[src/rtl/hazard_ctrl_pkg.sv]
// ============================================================================
// Module   : hazard_ctrl_pkg
// Purpose  : Shared pipeline-control encodings, counter widths and helpers.
// Revision : 1.0
// ============================================================================
`default_nettype none

package hazard_ctrl_pkg;

    localparam int CYCLE_CNT_W = 32;
    localparam int EVT_CNT_W   = 16;

    typedef logic [1:0] hz_state_t;

    localparam hz_state_t ST_RUN    = 2'd0;
    localparam hz_state_t ST_DRAIN  = 2'd1;
    localparam hz_state_t ST_HALTED = 2'd2;

    // A load into $0 never creates a real dependency, so it never stalls.
    function automatic logic load_use(
        input logic [4:0] rs,
        input logic [4:0] rt,
        input logic       uses_rs,
        input logic       uses_rt,
        input logic [4:0] rw,
        input logic       mem_to_reg,
        input logic       reg_write
    );
        return mem_to_reg && reg_write && (rw != 5'd0) &&
               ((uses_rs && (rs == rw)) || (uses_rt && (rt == rw)));
    endfunction

endpackage

`default_nettype wire

[src/rtl/hazard_ctrl_sat_counter.sv]
// ============================================================================
// Module   : sat_counter
// Purpose  : Event counter with synchronous clear; wraps or saturates.
// Revision : 1.0
// ============================================================================
`default_nettype none

module sat_counter #(
    parameter int WIDTH    = 16,
    parameter bit SATURATE = 1'b1
) (
    input  logic             clk,
    input  logic             rst,
    input  logic             en_i,
    output logic [WIDTH-1:0] count_o
);

    localparam logic [WIDTH-1:0] C_ONE = {{(WIDTH-1){1'b0}}, 1'b1};

    logic [WIDTH-1:0] count_q;
    logic [WIDTH-1:0] count_d;

    always_comb begin
        count_d = count_q;
        if (en_i && !(SATURATE && (&count_q))) begin
            count_d = count_q + C_ONE;
        end
    end

    always_ff @(posedge clk) begin
        if (rst) begin
            count_q <= '0;
        end else begin
            count_q <= count_d;
        end
    end

    assign count_o = count_q;

endmodule

`default_nettype wire

[src/rtl/hazard_ctrl.sv]
// ============================================================================
// Module   : hazard_ctrl
// Purpose  : Pipeline stall/flush/halt control with performance counters.
// Revision : 1.0
// ============================================================================
`default_nettype none

module hazard_ctrl
    import hazard_ctrl_pkg::*;
(
    input  logic                   clk,
    input  logic                   rst,
    input  logic [4:0]             id_rs,
    input  logic [4:0]             id_rt,
    input  logic                   id_uses_rs,
    input  logic                   id_uses_rt,
    input  logic                   id_halt,
    input  logic [4:0]             ex_rw,
    input  logic                   ex_MemToReg,
    input  logic                   ex_Regwrite,
    input  logic                   ex_taken,
    input  logic                   wb_halt,
    output logic                   pc_en,
    output logic                   ifid_en,
    output logic                   ifid_flush,
    output logic                   idex_flush,
    output logic                   halted,
    output logic [CYCLE_CNT_W-1:0] cycle_cnt,
    output logic [EVT_CNT_W-1:0]   stall_cnt,
    output logic [EVT_CNT_W-1:0]   flush_cnt
);

    hz_state_t state_q;
    hz_state_t state_d;
    logic      halted_q;
    logic      w_lu;
    logic      w_cycle_en;
    logic      w_stall_en;
    logic      w_flush_en;

    assign w_lu = load_use(id_rs, id_rt, id_uses_rs, id_uses_rt,
                           ex_rw, ex_MemToReg, ex_Regwrite);

    always_ff @(posedge clk) begin
        if (rst) begin
            state_q  <= ST_RUN;
            halted_q <= 1'b0;
        end else begin
            state_q  <= state_d;
            halted_q <= (state_d == ST_HALTED);
        end
    end

    // A halt in ID waits behind a taken branch (wrong path) or a load-use stall.
    always_comb begin
        state_d = state_q;
        case (state_q)
            ST_RUN: begin
                if (!ex_taken && !w_lu && id_halt) begin
                    state_d = ST_DRAIN;
                end
            end
            ST_DRAIN: begin
                if (wb_halt) begin
                    state_d = ST_HALTED;
                end
            end
            ST_HALTED: state_d = ST_HALTED;
            default:   state_d = ST_RUN;
        endcase
    end

    always_comb begin
        pc_en      = 1'b0;
        ifid_en    = 1'b0;
        ifid_flush = 1'b1;
        idex_flush = 1'b1;
        if (!rst) begin
            case (state_q)
                ST_RUN: begin
                    if (ex_taken) begin
                        pc_en      = 1'b1;
                        ifid_en    = 1'b1;
                        ifid_flush = 1'b1;
                        idex_flush = 1'b1;
                    end else if (w_lu) begin
                        pc_en      = 1'b0;
                        ifid_en    = 1'b0;
                        ifid_flush = 1'b0;
                        idex_flush = 1'b1;
                    end else if (id_halt) begin
                        pc_en      = 1'b0;
                        ifid_en    = 1'b1;
                        ifid_flush = 1'b1;
                        idex_flush = 1'b0;
                    end else begin
                        pc_en      = 1'b1;
                        ifid_en    = 1'b1;
                        ifid_flush = 1'b0;
                        idex_flush = 1'b0;
                    end
                end
                ST_DRAIN: begin
                    pc_en      = 1'b0;
                    ifid_en    = 1'b1;
                    ifid_flush = 1'b1;
                    idex_flush = 1'b1;
                end
                default: begin
                    pc_en      = 1'b0;
                    ifid_en    = 1'b0;
                    ifid_flush = 1'b1;
                    idex_flush = 1'b1;
                end
            endcase
        end
    end

    assign halted     = halted_q;
    assign w_cycle_en = (state_q != ST_HALTED);
    assign w_stall_en = (state_q == ST_RUN) && !ex_taken && w_lu;
    assign w_flush_en = (state_q == ST_RUN) && ex_taken;

    sat_counter #(
        .WIDTH    (CYCLE_CNT_W),
        .SATURATE (1'b0)
    ) u_cycle_cnt (
        .clk     (clk),
        .rst     (rst),
        .en_i    (w_cycle_en),
        .count_o (cycle_cnt)
    );

    sat_counter #(
        .WIDTH    (EVT_CNT_W),
        .SATURATE (1'b1)
    ) u_stall_cnt (
        .clk     (clk),
        .rst     (rst),
        .en_i    (w_stall_en),
        .count_o (stall_cnt)
    );

    sat_counter #(
        .WIDTH    (EVT_CNT_W),
        .SATURATE (1'b1)
    ) u_flush_cnt (
        .clk     (clk),
        .rst     (rst),
        .en_i    (w_flush_en),
        .count_o (flush_cnt)
    );

endmodule

`default_nettype wire

[config.mk]
export PLATFORM = sky130hd
export DESIGN_NAME = hazard_ctrl
export DESIGN_NICKNAME = d
export VERILOG_FILES = /design/src/rtl/hazard_ctrl_pkg.sv /design/src/rtl/hazard_ctrl_sat_counter.sv /design/src/rtl/hazard_ctrl.sv
export SDC_FILE = /design/constraint.sdc
export NUM_CORES = 1
export LEC_CHECK = 0
export BUFFER_PORTS_ARGS = -buffer_cell sky130_fd_sc_hd__buf_2
export CORE_MARGIN = 3
export CORE_UTILIZATION = 53
export CTS_CLUSTER_SIZE = 28
export DETAILED_ROUTE_END_ITERATION = 12
export PLACE_DENSITY = 0.8
export SYNTH_ARGS = -nofsm -noshare
export SYNTH_HDL_FRONTEND = slang
export SYNTH_SLANG_ARGS = --single-unit
[constraint.sdc]
create_clock -name clk -period 2.7 [get_ports clk]
set_clock_uncertainty 0.05 [all_clocks]
set_input_delay 0.405 -clock clk [delete_from_list [all_inputs] [get_ports clk]]
set_output_delay 0.405 -clock clk [all_outputs]
set_load 0.02 [all_outputs]
==> impl_metrics.csv, run 1 <==
group,metric,value,unit
detailed_routing,vias_per_cell,5.71,
worst_hold_path,worstHoldPathCells,2,
synth,yosys-top-cells-area,"dfxtp_1 39%, xnor2_1 8.4%, nor2_1 6.3%, xor2_1 4.8%, nand4_1 4.2%",
detailed_routing,drt-pass1-iter-count,4,
worst_setup_path,worst-path-max-fanout,10,
layout,drive_gt1_frac,0.248,
clocking,post-cts-setup-buffer-count,0,
detailed_routing,vias,3286,
worst_setup_path,cp_top_family,"simple AND/OR/NAND/NOR gates",
clocking,cts_resized,0,
timing,hold_viol,0,
place,portBuffers,92,
worst_setup_path,required,2910,ps
global_route,grt_pass1_vias,2939,
worst_setup_path,reg2reg_to,"u_flush_cnt.count_o[13]",
floorplan,pin_count,93,
worst_setup_path,r2r-start,"state_q[0]",
layout,fillCellCount,535,
clocking,worstSkewPairLatency,330,ps
floorplan,coreArea,6100,sq um
timing,max_freq,0.426,GHz
timing,worst_slew_pin_slew,732,ps
synth,synth_edf_count,0,
synth,synthDistinctLibCells,46,
worst_hold_path,min_path_type,"primary input to register",
power_and_ir_drop,leakagePower,1.64,nW
floorplan,num_rows,28,
layout,syn_to_final_growth,20.6,%
timing,setup-violations-final,0,
layout,nets,522,
power_and_ir_drop,peakVddDrop,0.424,mV
synth,yosysTopAreaCell,"dfxtp_1",
worst_setup_path,slowest_stage,"or4_4",
clocking,clk_path_buf_depth,2,
place,dp_cells,559,
synth,seq_area_frac_synth,0.389,
synth,syn_avg_cell_area,8.46,sq um
global_route,grtUsageTotal,0.211,
global_route,grt_pass1_wl,12900,um
worst_hold_path,hold_end,"state_q[0]",
timing,maxSlewViolCount,0,
clocking,clock-root-buffer,"clkbuf_8",
flow_run,drv_cap,0,
layout,antennaDiodeCount,0,
synth,netlist_instances,408,
timing,slew_headroom,0.512,
worst_setup_path,startpoint_type,"register",
worst_setup_path,worst-setup-path-type,"register to register",
floorplan,fp.dieH,86.7,um
outcome,status,"completed",
global_route,grt_overflow,0,
synth,synth_commonest_cells,"67 x dfxtp_1, 58 x nor2_1, 33 x xnor2_1",
floorplan,fp.dieW,86.7,um
worst_hold_path,min-delay-start,"id_halt",
floorplan,die_area,7520,sq um
synth,synth_flop_cell,"dfxtp_1",
clocking,holdBufCountCts,0,
clocking,cts_tree,"done",
synth,syn_area,3450,sq um
timing,grt_setup_unrepaired,"false",
detailed_routing,wirelength,7910,um
timing,timing.final.crit_share,0.870,
layout,multiInputGateArea,1980,sq um
place,hpwlAfterDp,5580,um
synth,ys_warn_count,0,
layout,fin_cells,575,
synth,synth_top_area_share,0.389,
synth,synth_nets,435,
synth,synth_seq_cells,67,
detailed_routing,first_iter_violations,158,
clocking,cts.reportedPaths.clkPinSlew,70,ps
worst_setup_path,path_buf_inv,0,
detailed_routing,wire_per_inst,13.7,um
clocking,cts-htree-levels,3,
worst_setup_path,slowest_delay,570,ps
detailed_routing,ant_nets,0,
global_route,grt_max_degree,77,
power_and_ir_drop,p_per_area,495,nW/um^2
global_route,antenna_found_initial,0,
worst_setup_path,r2r_cells,5,
worst_setup_path,cp-end-kind,"register",
clocking,cts.sinks,67,
floorplan,start_util,0.566,
place,gp_congestion,0.864,
synth,async_flop_share,0,
synth,synth.most_common_cell,"dfxtp_1",
worst_setup_path,r2r_slack,350,ps
clocking,cts_buffers,9,
layout,seqCellArea,1340,sq um
detailed_routing,drc,0,
worst_setup_path,cp.arrival,2560,ps
timing,min_period,2350,ps
timing,setup_tns,0,ps
worst_setup_path,critical_path.cell_chain,"or3b_1 > or4_4 > a21o_1 > or3_1 > a21oi_1",
==> kinds of logic (layout without fill, tap and decap cells) <==
logic type | count (synthesis) | in the layout | share of synthesized area
AOI/OAI and AO/OA | 39 | 39 | 0.0751
DFF | 67 | 67 | 0.389
adders and majority gates | 3 | 3 | 0.0109
and+or+nand+nor | 207 | 207 | 0.322
muxes | 11 | 11 | 0.0348
buffers and inverters | 29 | 121 | 0.0363
xor gates and xnor gates | 52 | 52 | 0.132
==> flip-flops by register name (all words and copies together), names as in the netlist <==
signal,count
u_cycle_cnt.count_o,32
u_stall_cnt.count_o,16
state_q,2
halted,1
u_flush_cnt.count_o,16
==> cell usage in the layout, fill, tap and decap left out, drive strengths merged, types with 2 or more instances in the layout <==
cell,instances
buf,98
dfxtp,67
nor2,58
xnor2,33
nand4,23
nor4,23
nand2,21
nand3,20
xor2,19
a21oi,13
nor3,13
clkbuf,11
and4,10
or3,8
nor2b,8
mux2,8
inv,7
or4,7
and3,6
a211oi,6
o21ai,5
o31ai,5
nand2b,4
mux2i,3
ha,3
clkinv,2
bufinv,2
and2,2
==> final cells by class <==
class                           instances  area share
Sequential cell                        67       0.322
Multi-Input combinational cell        312       0.477
Tap cell                               75      0.0226
Clock inverter                          5      0.0186
Timing Repair Buffer                   98       0.122
Inverter                                7     0.00632
Clock buffer                           11      0.0316
==> power breakdown <==
| part | total, W | switching [W] | internal, W |
|---|---|---|---|
| clock network | 0.000891 | 0.000374 | 0.000518 |
| registers | 0.00102 | 0.0000178 | 0.00100 |
| logic | 0.000151 | 0.0000923 | 0.0000590 |
| total | 0.00206 | 0.000484 | 0.00158 |
==> metrics by stage <==
stage | total power (W) | cell area, sq um | worst slack (ps) | utilization | hold slack, ps
floorplan | 0.00114 | 3450 | 448 | - | 501
global placement | 0.00119 | 3950 | 367 | 0.648 | 448
detailed placement | 0.00119 | 3950 | 284 | 0.648 | 457
CTS | 0.00208 | 4160 | 357 | 0.682 | 268
global route | 0.00214 | 4160 | 266 | 0.682 | 265
finish | 0.00206 | 4160 | 350 | 0.682 | 284
==> worst max-delay path by stage <==
stage               start                       to  slack, ps  cells after the start
2_1_floorplan    ex_rw[3]               ifid_flush        450                      6
3_3_place_gp     ex_taken  u_flush_cnt.count_o[11]        370                      6
3_5_place_dp     ex_taken  u_flush_cnt.count_o[13]        280                      6
4_1_cts        state_q[0]  u_flush_cnt.count_o[13]        360                      5
5_1_grt        state_q[0]  u_flush_cnt.count_o[13]        270                      5
6_report       state_q[0]  u_flush_cnt.count_o[13]        350                      5
==> metal layers <==
layer  track usage  routed length, um
met3        0.0675                527
met4        0.0680                 63
met2         0.355               3780
met5             0                  0
met1         0.255               3540
(Power assumes the default switching activity.)
==> run 2: changes to the inputs <==
CORE_ASPECT_RATIO = 0.75   (was unset)
SYNTH_HIERARCHICAL = 1   (was unset)
==> run 2 against run 1 <==
Against the previous run:
- final area up 3.1%
- non-clock buffer count increased by 2
- first-iteration DRC count up 8.2%
- worst hold slack improved by 12 ps
- total power fell by 1.7%
- global-route usage is 1.6 points higher
- sequential share of layout area decreased by 0.96 points
- routed wire length is 9.0% higher
- critical endpoint is now u_stall_cnt/count_o[12]
- largest cell class unchanged
==> impl_metrics.csv, run 2 <==
group,metric,value,unit
outcome,status,"completed",
place,gp_congestion,0.891,
clocking,post-cts-setup-buffer-count,0,
clocking,clock-root-buffer,"clkbuf_8",
global_route,grt_pass1_wl,14400,um
timing,grt_setup_unrepaired,"false",
layout,final_cell_mix,"92 x buf_2, 67 x dfxtp_1, 48 x nor2_1, 28 x nand2_1, 23 x nand3_1",
detailed_routing,first_iter_violations,171,
synth,async_flop_share,0,
clocking,clk_path_buf_depth,2,
power_and_ir_drop,p_seq_frac,0.505,
layout,drive_gt1_frac,0.276,
power_and_ir_drop,p_clk_frac,0.410,
synth,synth_flop_cell,"dfxtp_1",
timing,max_freq,0.425,GHz
synth,synth.most_common_cell,"dfxtp_1",
synth,synth_commonest_cells,"67 x dfxtp_1, 48 x nor2_1, 28 x nand2_1",
global_route,grt_overflow,0,
timing,hold_viol,0,
clocking,cts_resized,0,
detailed_routing,drc,0,
worst_setup_path,cp.arrival,2520,ps
floorplan,start_util,0.557,
floorplan,fp.dieW,101,um
power_and_ir_drop,p_comb_frac,0.085,
worst_setup_path,cp-end-kind,"register",
worst_setup_path,startpoint_type,"primary input",
timing,setup-violations-final,0,
power_and_ir_drop,power_switching,0.000480,W
timing,min_period,2350,ps
floorplan,fp.dieH,77.1,um
floorplan,num_rows,25,
synth,synth_seq_cells,67,
power_and_ir_drop,peakVddDrop,0.239,mV
detailed_routing,vias,3490,
global_route,grt_pass1_vias,3116,
timing,setup_tns,0,ps
power_and_ir_drop,leakagePower,1.74,nW
timing,maxSlewViolCount,0,
layout,nets,538,
synth,seq_area_frac_synth,0.376,
worst_setup_path,worst-setup-path-type,"primary input to register",
power_and_ir_drop,swShare,0.237,
floorplan,die_area,7770,sq um
worst_hold_path,min_path_type,"primary input to register",
timing,slew_headroom,0.486,
detailed_routing,vias_per_cell,5.86,
place,portBuffers,92,
synth,synth_edf_count,0,
floorplan,coreArea,6410,sq um
synth,ys_warn_count,6,
synth,synth_nets,443,
worst_setup_path,required,2860,ps
power_and_ir_drop,p_per_area,472,nW/um^2
global_route,antenna_found_initial,0,
layout,largest_reg_flops,32,
clocking,holdBufCountCts,0,
synth,netlist_instances,416,
clocking,cts.sinks,67,
synth,syn_avg_cell_area,8.58,sq um
layout,final_common_cell,"buf_2",
layout,syn_to_final_growth,20.1,%
clocking,cts_buffers,9,
floorplan,pin_count,93,
timing,hold_ws,296,ps
synth,synthDistinctLibCells,52,
clocking,cts_tree,"done",
detailed_routing,ant_nets,0,
synth,yosys-top-cells-area,"dfxtp_1 38%, nor2_1 5.0%, xnor2_1 4.4%, mux2_2 4.1%, nand4_1 3.5%",
flow_run,drv_cap,0,
worst_setup_path,worst-path-max-fanout,5,
clocking,cts.reportedPaths.clkPinSlew,70,ps
clocking,cts-htree-levels,3,
global_route,grt_max_degree,40,
global_route,grtUsageTotal,0.227,
detailed_routing,wire_per_inst,14.5,um
timing,worst_slew_pin_slew,764,ps
clocking,worstSkewPairLatency,330,ps
detailed_routing,wirelength,8620,um
synth,synth_top_area_share,0.376,
place,hpwlAfterDp,6260,um
layout,antennaDiodeCount,0,
detailed_routing,drt-pass1-iter-count,5,
synth,yosysTopAreaCell,"dfxtp_1",
timing,timing.final.crit_share,0.871,
synth,syn_area,3570,sq um
power_and_ir_drop,p_int,0.00154,W
==> run 2: cell count changes after synthesis, moves of 6 or more <==
cell	before	now
xnor2_1	33	18
xor2_1	19	11
nor2b_1	8	14
nor2_1	58	48
nor4_1	22	9
nand2_1	21	28
clkbuf_1	17	7
o31ai_1	5	11
a21oi_1	13	20
==> run 2: power groups by stage <==
stage,registers [W],clock network (W),logic [W]
2_1_floorplan,0.00106,0,0.0000970
3_3_place_gp,0.00104,0,0.000166
3_5_place_dp,0.00104,0,0.000172
4_1_cts,0.00102,0.000850,0.000173
5_1_grt,0.00102,0.000892,0.000189
6_report,0.00102,0.000830,0.000172
==> run 2: per-layer routing <==
layer / vias up / routed length, um / part of all wire / GRT usage
met5: - / 0 / 0 / 0
met4: 0 / 106 / 0.012 / 0.0808
met3: 12 / 516 / 0.060 / 0.0600
met2: 113 / 4110 / 0.48 / 0.367
met1: 1642 / 3890 / 0.45 / 0.290
li1: 1723 / - / - / -
==> run 2: metrics by stage <==
| step | total power, W | instances | utilization | area (sq um) | setup WS (ps) |
|---|---|---|---|---|---|
| after detailed placement | 0.00122 | 581 | 0.638 | 4090 | 38.9 |
| after floorplan | 0.00115 | 416 | - | 3570 | 112 |
| after global routing | 0.00211 | 596 | 0.669 | 4290 | 167 |
| after global placement | 0.00121 | 581 | 0.638 | 4090 | 152 |
| after CTS | 0.00204 | 596 | 0.669 | 4290 | 390 |
| final | 0.00202 | 596 | 0.669 | 4290 | 349 |
==> run 2: cell families (layout without fill, tap and decap cells) <==
group	count (synthesis)	after routing	synth area share
AND/OR/NAND/NOR	210	210	0.327
flip-flops	67	67	0.376
AO/OA/AOI/OAI	61	61	0.116
XOR/XNOR	29	29	0.0712
buffers and inverters	26	125	0.0379
multiplexers	20	20	0.0613
adder cells (fa/ha/maj)	3	3	0.0105
==> run 2: area by class of cell <==
type / instances / area [sq um]
sequential: 67 / 1340
inverter: 10 / 37.5
timing repair buffer: 100 / 520
fill: 526 / 2120
tap: 81 / 101
clock inverter: 2 / 35.0
clock buffer: 13 / 159
multi-input combinational: 323 / 2090
==> run 2: final timing paths <==
check / startpoint / slack, ps / depth (start not counted) / end
hold / removal: id_halt / 300 / 3 / state_q[0]
setup / recovery: ex_rw[3] / 350 / 11 / u_stall_cnt/count_o[12]
setup reg to reg: state_q[0] / 460 / 5 / u_cycle_cnt/count_o[30]
hold reg to reg: u_cycle_cnt/count_o[22] / 460 / 2 / u_cycle_cnt/count_o[22]
==> run 2: worst max-delay path, stage by stage <==
cell and delay (ps):
buf_2 120, xnor2_1 200, nand4_1 110, o22ai_1 220, and4b_1 300, buf_4 160
nand4_1 160, buf_4 190, nor4_1 360, mux2i_1 240, nor2_1 50
==> run 3: changes to the inputs <==
CORE_MARGIN = 2   (was 3)
==> run 3 against run 2 <==
Against the previous run:
- final area is 0.44% higher
- critical endpoint is now u_stall_cnt/count_o[15]
- largest power group unchanged
- flip-flop and latch count unchanged
- routed wire length fell by 0.90%
- cell count increased by 0.17%
- global-route usage grew 0.92 points
- fmax shrank 0.42%
- critical path type unchanged
==> impl_metrics.csv, run 3 (synthesis gave the netlist of run 2 again) <==
group,metric,value,unit
layout,fin_cells,597,
detailed_routing,wirelength,8540,um
timing,slew_headroom,0.462,
timing,min_period,2360,ps
outcome,status,"completed",
detailed_routing,vias_per_cell,5.81,
clocking,cts_buffers,9,
timing,timing.final.crit_share,0.874,
layout,fillCellCount,545,
detailed_routing,drc,0,
global_route,grt_overflow,0,
worst_hold_path,min-delay-start,"id_halt",
timing,maxSlewViolCount,0,
place,portBuffers,92,
detailed_routing,vias,3467,
clocking,post-cts-setup-buffer-count,0,
floorplan,coreArea,6410,sq um
detailed_routing,ant_nets,0,
timing,setup_tns,0,ps
clocking,cts_resized,0,
worst_hold_path,min_path_type,"primary input to register",
global_route,grt_max_degree,40,
layout,syn_to_final_growth,20.6,%
place,dp_cells,581,
clocking,cts.reportedPaths.clkPinSlew,70,ps
layout,nets,538,
worst_setup_path,startpoint_type,"primary input",
layout,utilization,0.672,
layout,final_cell_mix,"92 x buf_2, 67 x dfxtp_1, 48 x nor2_1, 28 x nand2_1, 23 x nand3_1",
timing,max_freq,0.424,GHz
global_route,grt_pass1_vias,3095,
power_and_ir_drop,peakVddDrop,0.313,mV
floorplan,start_util,0.557,
layout,multiInputGateArea,2090,sq um
layout,drive_gt1_frac,0.281,
timing,grt_setup_unrepaired,"false",
floorplan,die_area,7410,sq um
layout,final_cell_area,4310,sq um
global_route,antenna_found_initial,0,
clocking,cts_tree,"done",
worst_setup_path,worst-path-max-fanout,7,
power_and_ir_drop,p_per_area,481,nW/um^2
layout,antennaDiodeCount,0,
flow_run,drv_cap,0,
worst_setup_path,cp.arrival,2540,ps
worst_setup_path,crit_start,"ex_rw[4]",
layout,seqCellArea,1340,sq um
worst_setup_path,r2r-start,"state_q[0]",
clocking,clk_path_buf_depth,2,
place,hpwlAfterDp,6300,um
clocking,cts.sinks,67,
detailed_routing,first_iter_violations,145,
floorplan,fp.dieH,75.1,um
floorplan,fp.dieW,98.8,um
layout,final_common_cell,"buf_2",
power_and_ir_drop,leakagePower,1.75,nW
worst_setup_path,worst-setup-path-type,"primary input to register",
clocking,clock-root-buffer,"clkbuf_8",
place,gp_congestion,0.835,
clocking,cts-htree-levels,3,
clocking,holdBufCountCts,0,
timing,setup-violations-final,0,
floorplan,pin_count,93,
worst_setup_path,cp-end-kind,"register",
floorplan,num_rows,25,
place,place_area,4090,sq um
layout,largest_reg_flops,32,
global_route,grtUsageTotal,0.236,
global_route,grt_pass1_wl,14200,um
power_and_ir_drop,p_total,0.00207,W
timing,worst_slew_pin_slew,800,ps
clocking,worstSkewPairLatency,340,ps
detailed_routing,wire_per_inst,14.3,um
worst_setup_path,required,2880,ps
detailed_routing,drt-pass1-iter-count,5,
timing,hold_viol,0,
[run 3: changes by cell type in the layout (fill, tap and decap cells not counted)]
cell,before,now
clkbuf_8,11,12
clkinvlp_4,0,1
clkinv_2,1,2
clkbuf_1,2,0
[run 3: critical path, stage by stage]
cell and delay, ps:
buf_2 120, xnor2_1 220, nand4_1 150, o22ai_1 220, and4b_1 280, nand2_1 60, or3_1 410, nor4_1 300
mux2_2 370
[run 3: layout make-up]
class / instances / share of cell area
tap: 81 / 0.0235
sequential: 67 / 0.311
multi-input combinational: 323 / 0.486
clock inverter: 4 / 0.0110
clock buffer: 12 / 0.0383
timing repair buffer: 100 / 0.121
inverter: 10 / 0.00872
[run 3: power breakdown]
| part | switching, W | internal, W | total (W) |
|---|---|---|---|
| combinational | 0.000106 | 0.0000692 | 0.000175 |
| sequential | 0.0000199 | 0.00100 | 0.00102 |
| clock | 0.000375 | 0.000499 | 0.000874 |
[run 3: final timing paths]
path	cells past startpoint	end	slack (ps)
worst max-delay path	9	u_stall_cnt/count_o[15]	340
worst min-delay path	3	state_q[0]	300
worst max register to register	5	u_cycle_cnt/count_o[31]	490
worst min register to register	2	u_cycle_cnt/count_o[22]	470
[run 3: layer usage]
| metal | vias up | part of all wire | track usage |
|---|---|---|---|
| met5 | - | 0 | 0 |
| met4 | 0 | 0.0091 | 0.0715 |
| met3 | 8 | 0.052 | 0.0696 |
| met2 | 85 | 0.48 | 0.401 |
| met1 | 1654 | 0.46 | 0.296 |
| li1 | 1720 | - | - |
[run 3: through the flow]
stage,hold WS (ps),worst slack [ps]
2_1_floorplan,424,112
3_3_place_gp,433,180
3_5_place_dp,453,6.28
4_1_cts,274,360
5_1_grt,340,191
6_report,297,339
